### src/rtl/icache_refill_controller_pkg.sv
// ============================================================================
// Module      : icache_refill_controller_pkg
// Description : Shared fetch-unit types for the I-cache refill path: refill
//               FSM state encoding, default cache geometry, index/tag path
//               typedefs and address-split helpers also used by FetchStage.
// Revision    : 1.0 - initial release
// ============================================================================
`default_nettype none

package icache_refill_controller_pkg;

  localparam int ICACHE_LINE_BEATS   = 4;
  localparam int ICACHE_INDEX_WIDTH  = 6;
  localparam int ICACHE_ADDR_WIDTH   = 32;
  localparam int ICACHE_DATA_WIDTH   = 32;
  localparam int ICACHE_OFFSET_WIDTH = $clog2(ICACHE_LINE_BEATS * ICACHE_DATA_WIDTH / 8);
  localparam int ICACHE_TAG_WIDTH    = ICACHE_ADDR_WIDTH - ICACHE_INDEX_WIDTH - ICACHE_OFFSET_WIDTH;

  typedef enum logic [1:0] {
    IC_IDLE      = 2'd0,
    IC_REQ       = 2'd1,
    IC_WAIT_DATA = 2'd2,
    IC_DONE      = 2'd3
  } IcRefillState;

  typedef logic [ICACHE_INDEX_WIDTH-1:0] IcacheIndexPath;
  typedef logic [ICACHE_TAG_WIDTH-1:0]   IcacheTagPath;

  // Set index of a physical fetch address for the default geometry
  function automatic IcacheIndexPath ToIcacheIndex(input logic [ICACHE_ADDR_WIDTH-1:0] addr);
    return addr[ICACHE_OFFSET_WIDTH +: ICACHE_INDEX_WIDTH];
  endfunction

  // Tag of a physical fetch address for the default geometry
  function automatic IcacheTagPath ToIcacheTag(input logic [ICACHE_ADDR_WIDTH-1:0] addr);
    return addr[ICACHE_ADDR_WIDTH-1 -: ICACHE_TAG_WIDTH];
  endfunction

endpackage

`default_nettype wire

### src/rtl/icache_refill_beat_counter.sv
// ============================================================================
// Module      : icache_refill_beat_counter
// Description : Beat slot counter for one line refill, with synchronous
//               clear and last-beat detect. Wraps naturally after the last
//               beat since LINE_BEATS is a power of two.
// Revision    : 1.0 - initial release
// ============================================================================
`default_nettype none

module icache_refill_beat_counter #(
  parameter int LINE_BEATS = 4
) (
  input  logic                          clk,
  input  logic                          rst,
  input  logic                          clear,
  input  logic                          inc,
  output logic [$clog2(LINE_BEATS)-1:0] count,
  output logic                          last
);

  localparam int BEAT_WIDTH = $clog2(LINE_BEATS);

  logic [BEAT_WIDTH-1:0] r_count;

  // Count accepted beats; clear has priority so a new refill starts at slot 0
  always_ff @(posedge clk or negedge rst) begin
    if (!rst) begin
      r_count <= '0;
    end else if (clear) begin
      r_count <= '0;
    end else if (inc) begin
      r_count <= r_count + BEAT_WIDTH'(1);
    end
  end

  assign count = r_count;
  assign last  = (r_count == BEAT_WIDTH'(LINE_BEATS - 1));

endmodule

`default_nettype wire

### src/rtl/icache_refill_controller.sv
// ============================================================================
// Module      : icache_refill_controller
// Description : Sequences I-cache line refills: takes a fetch miss, issues
//               one line-aligned memory read, writes LINE_BEATS response
//               beats into the data array, writes tag/valid on the last beat
//               and pulses refillDone. A flush during the data phase still
//               installs the line but suppresses refillDone.
//               Optional macro ICACHE_REFILL_PERF_EN adds saturating
//               perfRefillCount / perfMissCycles counters.
// Revision    : 1.0 - initial release
// ============================================================================
`default_nettype none

module icache_refill_controller
  import icache_refill_controller_pkg::*;
#(
  parameter int ADDR_WIDTH  = ICACHE_ADDR_WIDTH,
  parameter int DATA_WIDTH  = ICACHE_DATA_WIDTH,
  parameter int LINE_BEATS  = ICACHE_LINE_BEATS,
  parameter int INDEX_WIDTH = ICACHE_INDEX_WIDTH
) (
  input  logic                          clk,
  input  logic                          rst,
  input  logic                          missValid,
  input  logic [ADDR_WIDTH-1:0]         missAddr,
  input  logic                          flush,
  output logic                          memReqValid,
  input  logic                          memReqReady,
  output logic [ADDR_WIDTH-1:0]         memReqAddr,
  input  logic                          memRspValid,
  input  logic [DATA_WIDTH-1:0]         memRspData,
  output logic                          cacheWE,
  output logic [INDEX_WIDTH-1:0]        cacheWIndex,
  output logic [$clog2(LINE_BEATS)-1:0] cacheWBeat,
  output logic [DATA_WIDTH-1:0]         cacheWData,
  output logic                          cacheTagWE,
  output logic [ADDR_WIDTH-INDEX_WIDTH-$clog2(LINE_BEATS*DATA_WIDTH/8)-1:0] cacheTag,
  output logic                          refillDone,
  output logic                          busy
`ifdef ICACHE_REFILL_PERF_EN
  ,
  output logic [31:0]                   perfRefillCount,
  output logic [31:0]                   perfMissCycles
`endif
);

  localparam int OFFSET_WIDTH = $clog2(LINE_BEATS * DATA_WIDTH / 8);
  localparam int TAG_WIDTH    = ADDR_WIDTH - INDEX_WIDTH - OFFSET_WIDTH;
  localparam int BEAT_WIDTH   = $clog2(LINE_BEATS);
  localparam logic [ADDR_WIDTH-1:0] c_LINE_MASK =
    ~((ADDR_WIDTH'(1) << OFFSET_WIDTH) - ADDR_WIDTH'(1));

  IcRefillState          r_state;
  IcRefillState          w_state_next;
  logic [ADDR_WIDTH-1:0] r_line_addr;
  logic                  r_cancelled;
  logic                  w_latch;
  logic                  w_clear_cnt;
  logic                  w_beat;
  logic [BEAT_WIDTH-1:0] w_count;
  logic                  w_last;

  icache_refill_beat_counter #(
    .LINE_BEATS(LINE_BEATS)
  ) u_beat_counter (
    .clk   (clk),
    .rst   (rst),
    .clear (w_clear_cnt),
    .inc   (w_beat),
    .count (w_count),
    .last  (w_last)
  );

  // State register
  always_ff @(posedge clk or negedge rst) begin
    if (!rst) begin
      r_state <= IC_IDLE;
    end else begin
      r_state <= w_state_next;
    end
  end

  // Line address capture and sticky cancel for flushes seen during the data phase
  always_ff @(posedge clk or negedge rst) begin
    if (!rst) begin
      r_line_addr <= '0;
      r_cancelled <= 1'b0;
    end else begin
      if (w_latch) begin
        r_line_addr <= missAddr & c_LINE_MASK;
      end
      if (r_state == IC_DONE) begin
        r_cancelled <= 1'b0;
      end else if ((r_state == IC_WAIT_DATA) && flush) begin
        r_cancelled <= 1'b1;
      end
    end
  end

  // Next-state and control outputs; a flush with a same-cycle handshake still commits
  always_comb begin
    w_state_next = r_state;
    w_latch      = 1'b0;
    w_clear_cnt  = 1'b0;
    w_beat       = 1'b0;
    memReqValid  = 1'b0;
    cacheWE      = 1'b0;
    cacheTagWE   = 1'b0;
    refillDone   = 1'b0;
    busy         = 1'b1;
    case (r_state)
      IC_IDLE: begin
        busy = 1'b0;
        if (missValid && !flush) begin
          w_latch      = 1'b1;
          w_state_next = IC_REQ;
        end
      end
      IC_REQ: begin
        memReqValid = 1'b1;
        if (memReqReady) begin
          w_clear_cnt  = 1'b1;
          w_state_next = IC_WAIT_DATA;
        end else if (flush) begin
          w_state_next = IC_IDLE;
        end
      end
      IC_WAIT_DATA: begin
        if (memRspValid) begin
          w_beat  = 1'b1;
          cacheWE = 1'b1;
          if (w_last) begin
            cacheTagWE   = 1'b1;
            w_state_next = IC_DONE;
          end
        end
      end
      IC_DONE: begin
        refillDone   = !r_cancelled;
        w_state_next = IC_IDLE;
      end
      default: begin
        w_state_next = IC_IDLE;
      end
    endcase
  end

  assign memReqAddr  = r_line_addr;
  assign cacheWIndex = r_line_addr[OFFSET_WIDTH +: INDEX_WIDTH];
  assign cacheTag    = r_line_addr[ADDR_WIDTH-1 -: TAG_WIDTH];
  assign cacheWBeat  = w_count;
  assign cacheWData  = cacheWE ? memRspData : '0;

`ifdef ICACHE_REFILL_PERF_EN
  logic [31:0] r_perf_refills;
  logic [31:0] r_perf_cycles;

  // Saturating completion and busy-cycle counters
  always_ff @(posedge clk or negedge rst) begin
    if (!rst) begin
      r_perf_refills <= '0;
      r_perf_cycles  <= '0;
    end else begin
      if ((r_state == IC_DONE) && (r_perf_refills != '1)) begin
        r_perf_refills <= r_perf_refills + 32'd1;
      end
      if (busy && (r_perf_cycles != '1)) begin
        r_perf_cycles <= r_perf_cycles + 32'd1;
      end
    end
  end

  assign perfRefillCount = r_perf_refills;
  assign perfMissCycles  = r_perf_cycles;
`endif

endmodule

`default_nettype wire

### config.mk
export PLATFORM = sky130hd
export DESIGN_NAME = icache_refill_controller
export DESIGN_NICKNAME = d
export VERILOG_FILES = /design/src/rtl/icache_refill_controller_pkg.sv /design/src/rtl/icache_refill_beat_counter.sv /design/src/rtl/icache_refill_controller.sv
export SDC_FILE = /design/constraint.sdc
export NUM_CORES = 1
export LEC_CHECK = 0
export ABC_AREA = 0
export ABC_CLOCK_PERIOD_IN_PS = 3790
export CORE_MARGIN = 2
export CORE_UTILIZATION = 33
export CTS_CLUSTER_SIZE = 24
export DETAILED_ROUTE_END_ITERATION = 8
export PLACE_DENSITY_LB_ADDON = 0.25
export RECOVER_POWER = 25
export SLEW_MARGIN = 20
export SYNTH_ARGS = -nofsm -noshare
export SYNTH_HDL_FRONTEND = slang
export SYNTH_SLANG_ARGS = --single-unit
### constraint.sdc
create_clock -name clk -period 3.79 [get_ports clk]
set_clock_uncertainty 0.05 [all_clocks]
set_input_delay 0.758 -clock clk [delete_from_list [all_inputs] [get_ports clk]]
set_output_delay 0.758 -clock clk [all_outputs]
set_load 0.02 [all_outputs]
### Word-level counts from Yosys, hierarchy flattened

Cells that the tools add are included.

* bits in registers: 33
* word-level logic and storage cells: 44
* input bits: 70
* output and inout port bits: 99

* reductions and logical operators: 8
* mux-type cells: 23
* eq/ne operators: 8
* $add $sub $neg: 1

Operators by type and width (number)
* 2-to-1 mux 32 bit: 1
* 2-to-1 mux 1 bit: 14
* 2-to-1 mux 2 bit: 7
* one-hot mux 2 bit (4 select lines): 1
* == test 2 bit, second input constant: 3
* != test 2 bit, second input constant: 2
* AND reduction 4 bit: 1
* nonzero test 2 bit: 2
* != test 3 bit, second input constant: 1
* adder 2 x 1 -> 2 bit, second input constant: 1
* == test 2 x 1 -> 1 bit, second input constant: 1
* logical AND 1 bit: 2
* logical NOT 1 bit: 2
* logical NOT 2 bit: 1
* != test 2 x 1 -> 1 bit, second input constant: 1

### Logic depth before layout (Yosys ltp)

Gate-level depths: netlist of run 1.

* depth in word-level cells: 4
* mapped depth: 5
* depth with buffers taken out: 3

### Hierarchy

From an unflattened synthesis of run 1, not the netlist that was laid out.

* cell total of the unflattened synthesis: 153
* area total of the unflattened synthesis: 1789.2 µm²

By module, submodules not included
* icache_refill_controller: area an instance 1700.4 µm², times used 1, seq. area each 775.7 µm², cells an instance 146
* icache_refill_beat_counter: area an instance 88.8 µm², times used 1, seq. area each 50.0 µm², cells an instance 7

### Worst setup path after synthesis of run 1

OpenSTA, ideal clock, no wires.

* path kind: input-to-output
* start point: input port memRspValid
* end point: output port cacheWData[19]
* path slack: 1.400 ns
* arrival: 1.582 ns
* required time: 2.982 ns
* cell stages on the path: 4
* buffers on the path: 2
* cells stage by stage: and3b_1 > clkbuf_1 > buf_2 > and2_1

* longest elaborated chain between the ends: 3

RTL lines
* from (decl): line icache_refill_controller.sv:30 `input logic memRspValid,`
* 2-to-1 mux 1 bit: line icache_refill_controller.sv:129 `if (memRspValid) begin`
* 2-to-1 mux 1 bit: line icache_refill_controller.sv:111 `case (r_state)`
* net cacheWE: line icache_refill_controller.sv:32 `output logic cacheWE,`
* 2-to-1 mux 32 bit: line icache_refill_controller.sv:152 `assign cacheWData = cacheWE ? memRspData : '0;`
* to (decl): line icache_refill_controller.sv:35 `output logic [DATA_WIDTH-1:0] cacheWData,`

The timed path passes the listed nets, and every way through them passes these cells.

### Worst setup path after layout of run 1

* start point: input port memRspValid
* end point: output port cacheTagWE

* longest elaborated chain between the ends: 2

RTL lines
* 2-to-1 mux 1 bit: line icache_refill_controller.sv:129
* 2-to-1 mux 1 bit: line icache_refill_controller.sv:111
* to (decl): line icache_refill_controller.sv:36 `output logic cacheTagWE,`

Every way passes these cells.

==> results of run 1 <==
[worst paths after layout]
kind                                            startpoint                    endpoint  slack [ns]  depth (start not counted)
worst max-delay path                           memRspValid                  cacheTagWE        0.48                          5
worst min-delay path            memReqAddr[11]$_DFFE_PN0P_  memReqAddr[11]$_DFFE_PN0P_        0.46                          1
worst max register to register                    register   memReqAddr[6]$_DFFE_PN0P_        2.02                          3
worst min register to register  memReqAddr[11]$_DFFE_PN0P_  memReqAddr[11]$_DFFE_PN0P_        0.46                          1
max in group asynchronous                              rst  memReqAddr[17]$_DFFE_PN0P_        1.25                          2
min in group asynchronous                              rst  memReqAddr[22]$_DFFE_PN0P_        1.43                          2
[metal layers]
| metal | up-vias | wire length (µm) | track usage [%] | share of wire, % |
|---|---|---|---|---|
| met5 | - | 0 | 0 | 0 |
| met4 | 0 | 39 | 5.893 | 0.80 |
| met3 | 2 | 570 | 7.558 | 12 |
| met2 | 103 | 2563 | 28.88 | 53 |
| met1 | 744 | 1684 | 15.53 | 35 |
| li1 | 742 | - | - | - |
[cells by family after synthesis]
logic type                 count (synthesis)
and+or+nand+nor                           46
buffers and inverters                     41
DFF                                       33
muxes                                     30
AOI/OAI and AO/OA                          6
adders and majority gates                  1
other                                      1
[power breakdown]
part	switching [µW]	total (µW)	internal, µW
Clock	128	342	214
Combinational	741	1590	854
Sequential	153	681	527
Total	1020	2620	1590
[Yosys cell counts]
library cell,n
a211oi_1,1
a21o_1,1
a21oi_1,4
and2_1,33
and3b_1,1
buf_2,2
buf_4,32
buf_6,3
clkbuf_1,3
conb_1,1
dfrtp_1,33
ha_1,1
inv_1,1
mux2_1,2
mux2_2,26
mux2i_1,2
nand2_1,2
nor2_1,4
nor2b_1,3
nor3_1,1
nor4_4,1
or2_2,1
[flip-flops by register name, summed over array words and instances, names as in the netlist, named ones only]
name                  flops
r_cancelled               1
r_state                   1
u_beat_counter.count      2
memReqAddr               28
[stage by stage]
step | hold WS (ns) | total power, µW | setup slack [ns] | util [%] | instances
final | 0.4553 | 2617 | 0.4758 | 64.66 | 362
after CTS | 0.4688 | 2656 | 0.5434 | 64.73 | 362
after detailed placement | 0.4537 | 2311 | 0.5462 | 62.41 | 354
after global placement | 0.4452 | 2285 | 0.5465 | 62.41 | 354
after floorplan | 0.4124 | 1659 | 1.400 | - | 161
after global routing | 0.4861 | 2755 | 0.3496 | 64.66 | 362
[cell type report]
| class | count | area, µm² |
|---|---|---|
| inverter | 1 | 3.754 |
| timing repair buffer | 163 | 1620 |
| sequential | 33 | 825.8 |
| multi-input combinational | 87 | 686.9 |
| fill | 424 | 1828 |
| clock inverter | 2 | 37.54 |
| tap | 70 | 87.58 |
| clock buffer | 6 | 82.58 |
[cell usage in the layout, fill, tap and decap left out, types with 2 or more instances in the layout]
| master | n |
|---|---|
| clkdlybuf4s50_1 | 154 |
| dfrtp_1 | 33 |
| and2_1 | 32 |
| mux2_2 | 26 |
| clkbuf_8 | 6 |
| dlygate4sd3_1 | 6 |
| nor2_1 | 4 |
| a21oi_1 | 4 |
| conb_1 | 4 |
| nor2b_1 | 3 |
| nand2_1 | 2 |
| mux2_1 | 2 |
| mux2i_1 | 2 |
| buf_4 | 2 |
==> impl_metrics.env, run 1 <==
export IMPL_status="finished, violations left"
export IMPL_violations="max-capacitance violations, max-slew violations"
export IMPL_synthSimpleGateAreaFrac_pct=16.05
export IMPL_cellLeakagePower_uw=0.001353
export IMPL_grt_pass1_vias=1555
export IMPL_drc_errors=0
export IMPL_synthTopCellsByArea="dfrtp_1, mux2_2, buf_4, and2_1, buf_6"
export IMPL_cpLargestDelayFamily="buffers and inverters"
export IMPL_hold_viol_final=0
export IMPL_dp_hpwl_um=3949
export IMPL_cts_root_buffer="clkbuf_8"
export IMPL_insertion_delay_ns=0.28
export IMPL_holdBufCountCts=0
export IMPL_cp_end_kind="primary output"
export IMPL_start_util_pct=34.81
export IMPL_antenna_left=0
export IMPL_cts_tree="built"
export IMPL_critPathRequiredTime_ns=2.98
export IMPL_clk_pin_slew_ns=0.06
export IMPL_synth_top_family_by_area="multiplexers"
export IMPL_ctsLongestPathBuffers=2
export IMPL_grt_pass1_wl_um=7431
export IMPL_crit_buf_inv=3
export IMPL_path_cells="dlygate4sd3_1, and3b_1, buf_4, and2_0, clkdlybuf4s50_1"
export IMPL_synth_compound_area_share_pct=1.946
export IMPL_diodes=0
export IMPL_drtIter0Drc=36
export IMPL_post_cts_setup_buffers=0
export IMPL_numPortBuffers=160
export IMPL_yosys_cell_types_count=22
export IMPL_cts_buffers=5
export IMPL_die_x_um=77.87
export IMPL_worst_pin_slew_ns=1.750
export IMPL_cts_resized=0
export IMPL_synthCells=158
export IMPL_powerDensity_mw_per_mm2=782.6
export IMPL_gp_congestion=0.7008
export IMPL_irDropWorstVdd_uv=383.3
export IMPL_syn_avg_cell_area_um2=11.40
export IMPL_grt_ovfl_total=0
export IMPL_core_rowCount=26
export IMPL_wl_um=4857
export IMPL_period_share_pct=87.44
export IMPL_min_path_type="register to register"
export IMPL_core_mm2=0.005172
export IMPL_design_area_mm2=0.003344
export IMPL_ys_seq_elements=33
export IMPL_rsz0062_at_grt="no"
export IMPL_slew_viol_final=34
export IMPL_vias=1591
export IMPL_max_freq_mhz=301.7
export IMPL_synth_seq_area_share_pct=45.87
export IMPL_wl_per_cell_um=13.42
export IMPL_cts_htree_levels=2
export IMPL_setup_viol=0
export IMPL_startpoint_type="primary input"
export IMPL_yosys_warnings=0
export IMPL_crit_slowest_cell="clkdlybuf4s50_1"
export IMPL_final_layout_size_suffix_gt1_share_pct=13.01
export IMPL_min_period_ns=3.314
export IMPL_die_area_mm2=0.006063
export IMPL_synthAdderAreaFrac_pct=0.6949
export IMPL_syn_area_mm2=0.001800
export IMPL_synth_xor_area_share_pct=0
export IMPL_relSlewSlack_pct=-16.68
export IMPL_crit_fanout=36
export IMPL_max_stage_delay_ns=0.62
export IMPL_cts_sinks=33
export IMPL_viasPerCell=4.395
export IMPL_path_class="primary input to primary output"
export IMPL_io_pins=169
export IMPL_arrival_ns=2.51
export IMPL_final_nets=362
export IMPL_synth_top_area_share_pct=45.87
export IMPL_grt_usage_pct=15.91
export IMPL_antenna_found_initial=0
export IMPL_placed_cell_area_mm2=0.003228
export IMPL_fin_tns_setup_ns=0
export IMPL_die_y_um=77.87
export IMPL_syn_to_final_growth_pct=85.75
export IMPL_grt_max_degree=37
export IMPL_drv_cap=1
export IMPL_synth_top_area_cell="dfrtp_1"
export IMPL_synth_mux_area_share_pct=18.62
export IMPL_drt_pass1_iterations=3
No activity file was read; power rests on OpenSTA's default activity.
==> run 2: changes to the inputs <==
PLACE_DENSITY = 0.87   (was unset)
PLACE_DENSITY_LB_ADDON = unset   (was 0.25)
==> impl_metrics.env, run 2 (synthesis gave the netlist of run 1 again) <==
export IMPL_status="finished, violations left"
export IMPL_violations="max-capacitance violations, max-slew violations"
export IMPL_vias=1539
export IMPL_fillCellCount=392
export IMPL_cts_tree="built"
export IMPL_cellLeakagePower_uw=0.001348
export IMPL_grt_pass1_vias=1600
export IMPL_numPortBuffers=160
export IMPL_viasPerCell=4.251
export IMPL_powerDensity_mw_per_mm2=767.4
export IMPL_cts_root_buffer="clkbuf_8"
export IMPL_cp_end_kind="primary output"
export IMPL_final_common_cell="clkdlybuf4s50_1"
export IMPL_io_pins=169
export IMPL_min_delay_start="memReqAddr[11]$_DFFE_PN0P_"
export IMPL_antenna_found_initial=0
export IMPL_fin_tns_setup_ns=0
export IMPL_clk_pin_slew_ns=0.06
export IMPL_final_util_pct=64.39
export IMPL_die_area_mm2=0.006063
export IMPL_startpoint_type="primary input"
export IMPL_start_util_pct=34.81
export IMPL_place_ws_ns=0.6292
export IMPL_multi_input_area_um2=686.9
export IMPL_wl_per_cell_um=13.46
export IMPL_critPathRequiredTime_ns=2.98
export IMPL_r2r_setup_slack_ns=1.72
export IMPL_grt_usage_pct=16.14
export IMPL_syn_to_final_growth_pct=84.99
export IMPL_cts_htree_levels=2
export IMPL_arrival_ns=2.44
export IMPL_crit_fanout=18
export IMPL_worst_pin_slew_ns=1.736
export IMPL_insertion_delay_ns=0.27
export IMPL_register_area_um2=825.8
export IMPL_core_rowCount=26
export IMPL_layout_common_cells="clkdlybuf4s50_1, dfrtp_1, and2_1"
export IMPL_final_layout_size_suffix_gt1_share_pct=12.67
export IMPL_post_cts_setup_buffers=0
export IMPL_max_freq_mhz=307.6
export IMPL_min_period_ns=3.250
export IMPL_irDropWorstVdd_uv=467.4
export IMPL_final_nets=363
export IMPL_cts_buffers=5
export IMPL_wl_um=4871
export IMPL_gp_congestion=0.7536
export IMPL_drc_errors=0
export IMPL_largest_reg_flops=28
export IMPL_min_path_type="register to register"
export IMPL_timing_final_ws_setup_ns=0.5395
export IMPL_grt_pass1_wl_um=7645
export IMPL_die_y_um=77.87
export IMPL_relSlewSlack_pct=-15.73
export IMPL_setup_viol=0
export IMPL_worstHoldPathCells=1
export IMPL_cts_resized=0
export IMPL_drt_pass1_iterations=3
export IMPL_path_class="primary input to primary output"
export IMPL_drv_cap=1
export IMPL_grt_max_degree=34
export IMPL_r2r_end="memReqAddr[10]$_DFFE_PN0P_"
export IMPL_die_x_um=77.87
export IMPL_grt_ovfl_total=0
export IMPL_core_mm2=0.005172
export IMPL_holdBufCountCts=0
export IMPL_cts_sinks=33
export IMPL_diodes=0
export IMPL_slew_viol_final=34
export IMPL_min_to="memReqAddr[11]$_DFFE_PN0P_"
export IMPL_hold_viol_final=0
export IMPL_r2r_cells=3
export IMPL_antenna_left=0
export IMPL_drtIter0Drc=26
export IMPL_dp_hpwl_um=3988
export IMPL_ctsLongestPathBuffers=2
export IMPL_period_share_pct=85.76
export IMPL_rsz0062_at_grt="no"
==> run 2: changes by cell type in the layout (fill, tap and decap cells not counted) <==
cell / delta
clkbuf_1: +1
buf_12: +1
clkinvlp_4: -1
bufinv_16: -1
==> run 2: area by class of cell <==
| cell class | count | area share (%) |
|---|---|---|
| clock buffer | 7 | 2.592 |
| sequential | 33 | 24.79 |
| multi-input combinational | 87 | 20.62 |
| tap | 70 | 2.630 |
| timing repair buffer | 164 | 49.25 |
| inverter | 1 | 0.1127 |
==> run 2: worst max path at each step <==
stage,cells past startpoint,slack (ns),start,to
global route,5,0.42,memRspValid,cacheTagWE
floorplan,4,1.40,memRspValid,cacheWData[19]
global placement,5,0.62,memRspValid,cacheTagWE
finish,5,0.54,memRspValid,cacheTagWE
CTS,5,0.61,memRspValid,cacheTagWE
detailed placement,5,0.63,memRspValid,cacheTagWE
==> run 2: routing by layer <==
| layer | routed length [µm] | vias up | global-route usage, % | part of all wire [%] |
|---|---|---|---|---|
| met2 | 2564 | 90 | 29.66 | 53 |
| met5 | 0 | - | 0 | 0 |
| met3 | 416 | 2 | 5.930 | 8.5 |
| li1 | - | 743 | - | - |
| met4 | 34 | 0 | 4.821 | 0.70 |
| met1 | 1856 | 704 | 17.03 | 38 |
==> run 2: power by group <==
group / switching [µW] / internal (µW) / total (µW)
Combinational: 753 / 863 / 1620
Sequential: 156 / 528 / 684
Clock: 113 / 144 / 257
Total: 1020 / 1530 / 2560
==> run 2: critical path, stage by stage <==
cell and delay, ns:
dlygate4sd3_1 0.53, and3b_1 0.18, buf_4 0.18, and2_0 0.17
clkdlybuf4s50_1 0.62
==> run 2: through the flow <==
step           total power (µW)  instances  area [µm²]  hold WS (ns)
4_1_cts                    2596        362        3334        0.4824
6_report                   2556        362        3331        0.4784
2_1_floorplan              1659        161        1812        0.4124
3_5_place_dp               2333        355        3248        0.4675
3_3_place_gp               2293        355        3248        0.4455
5_1_grt                    2697        362        3331        0.4955
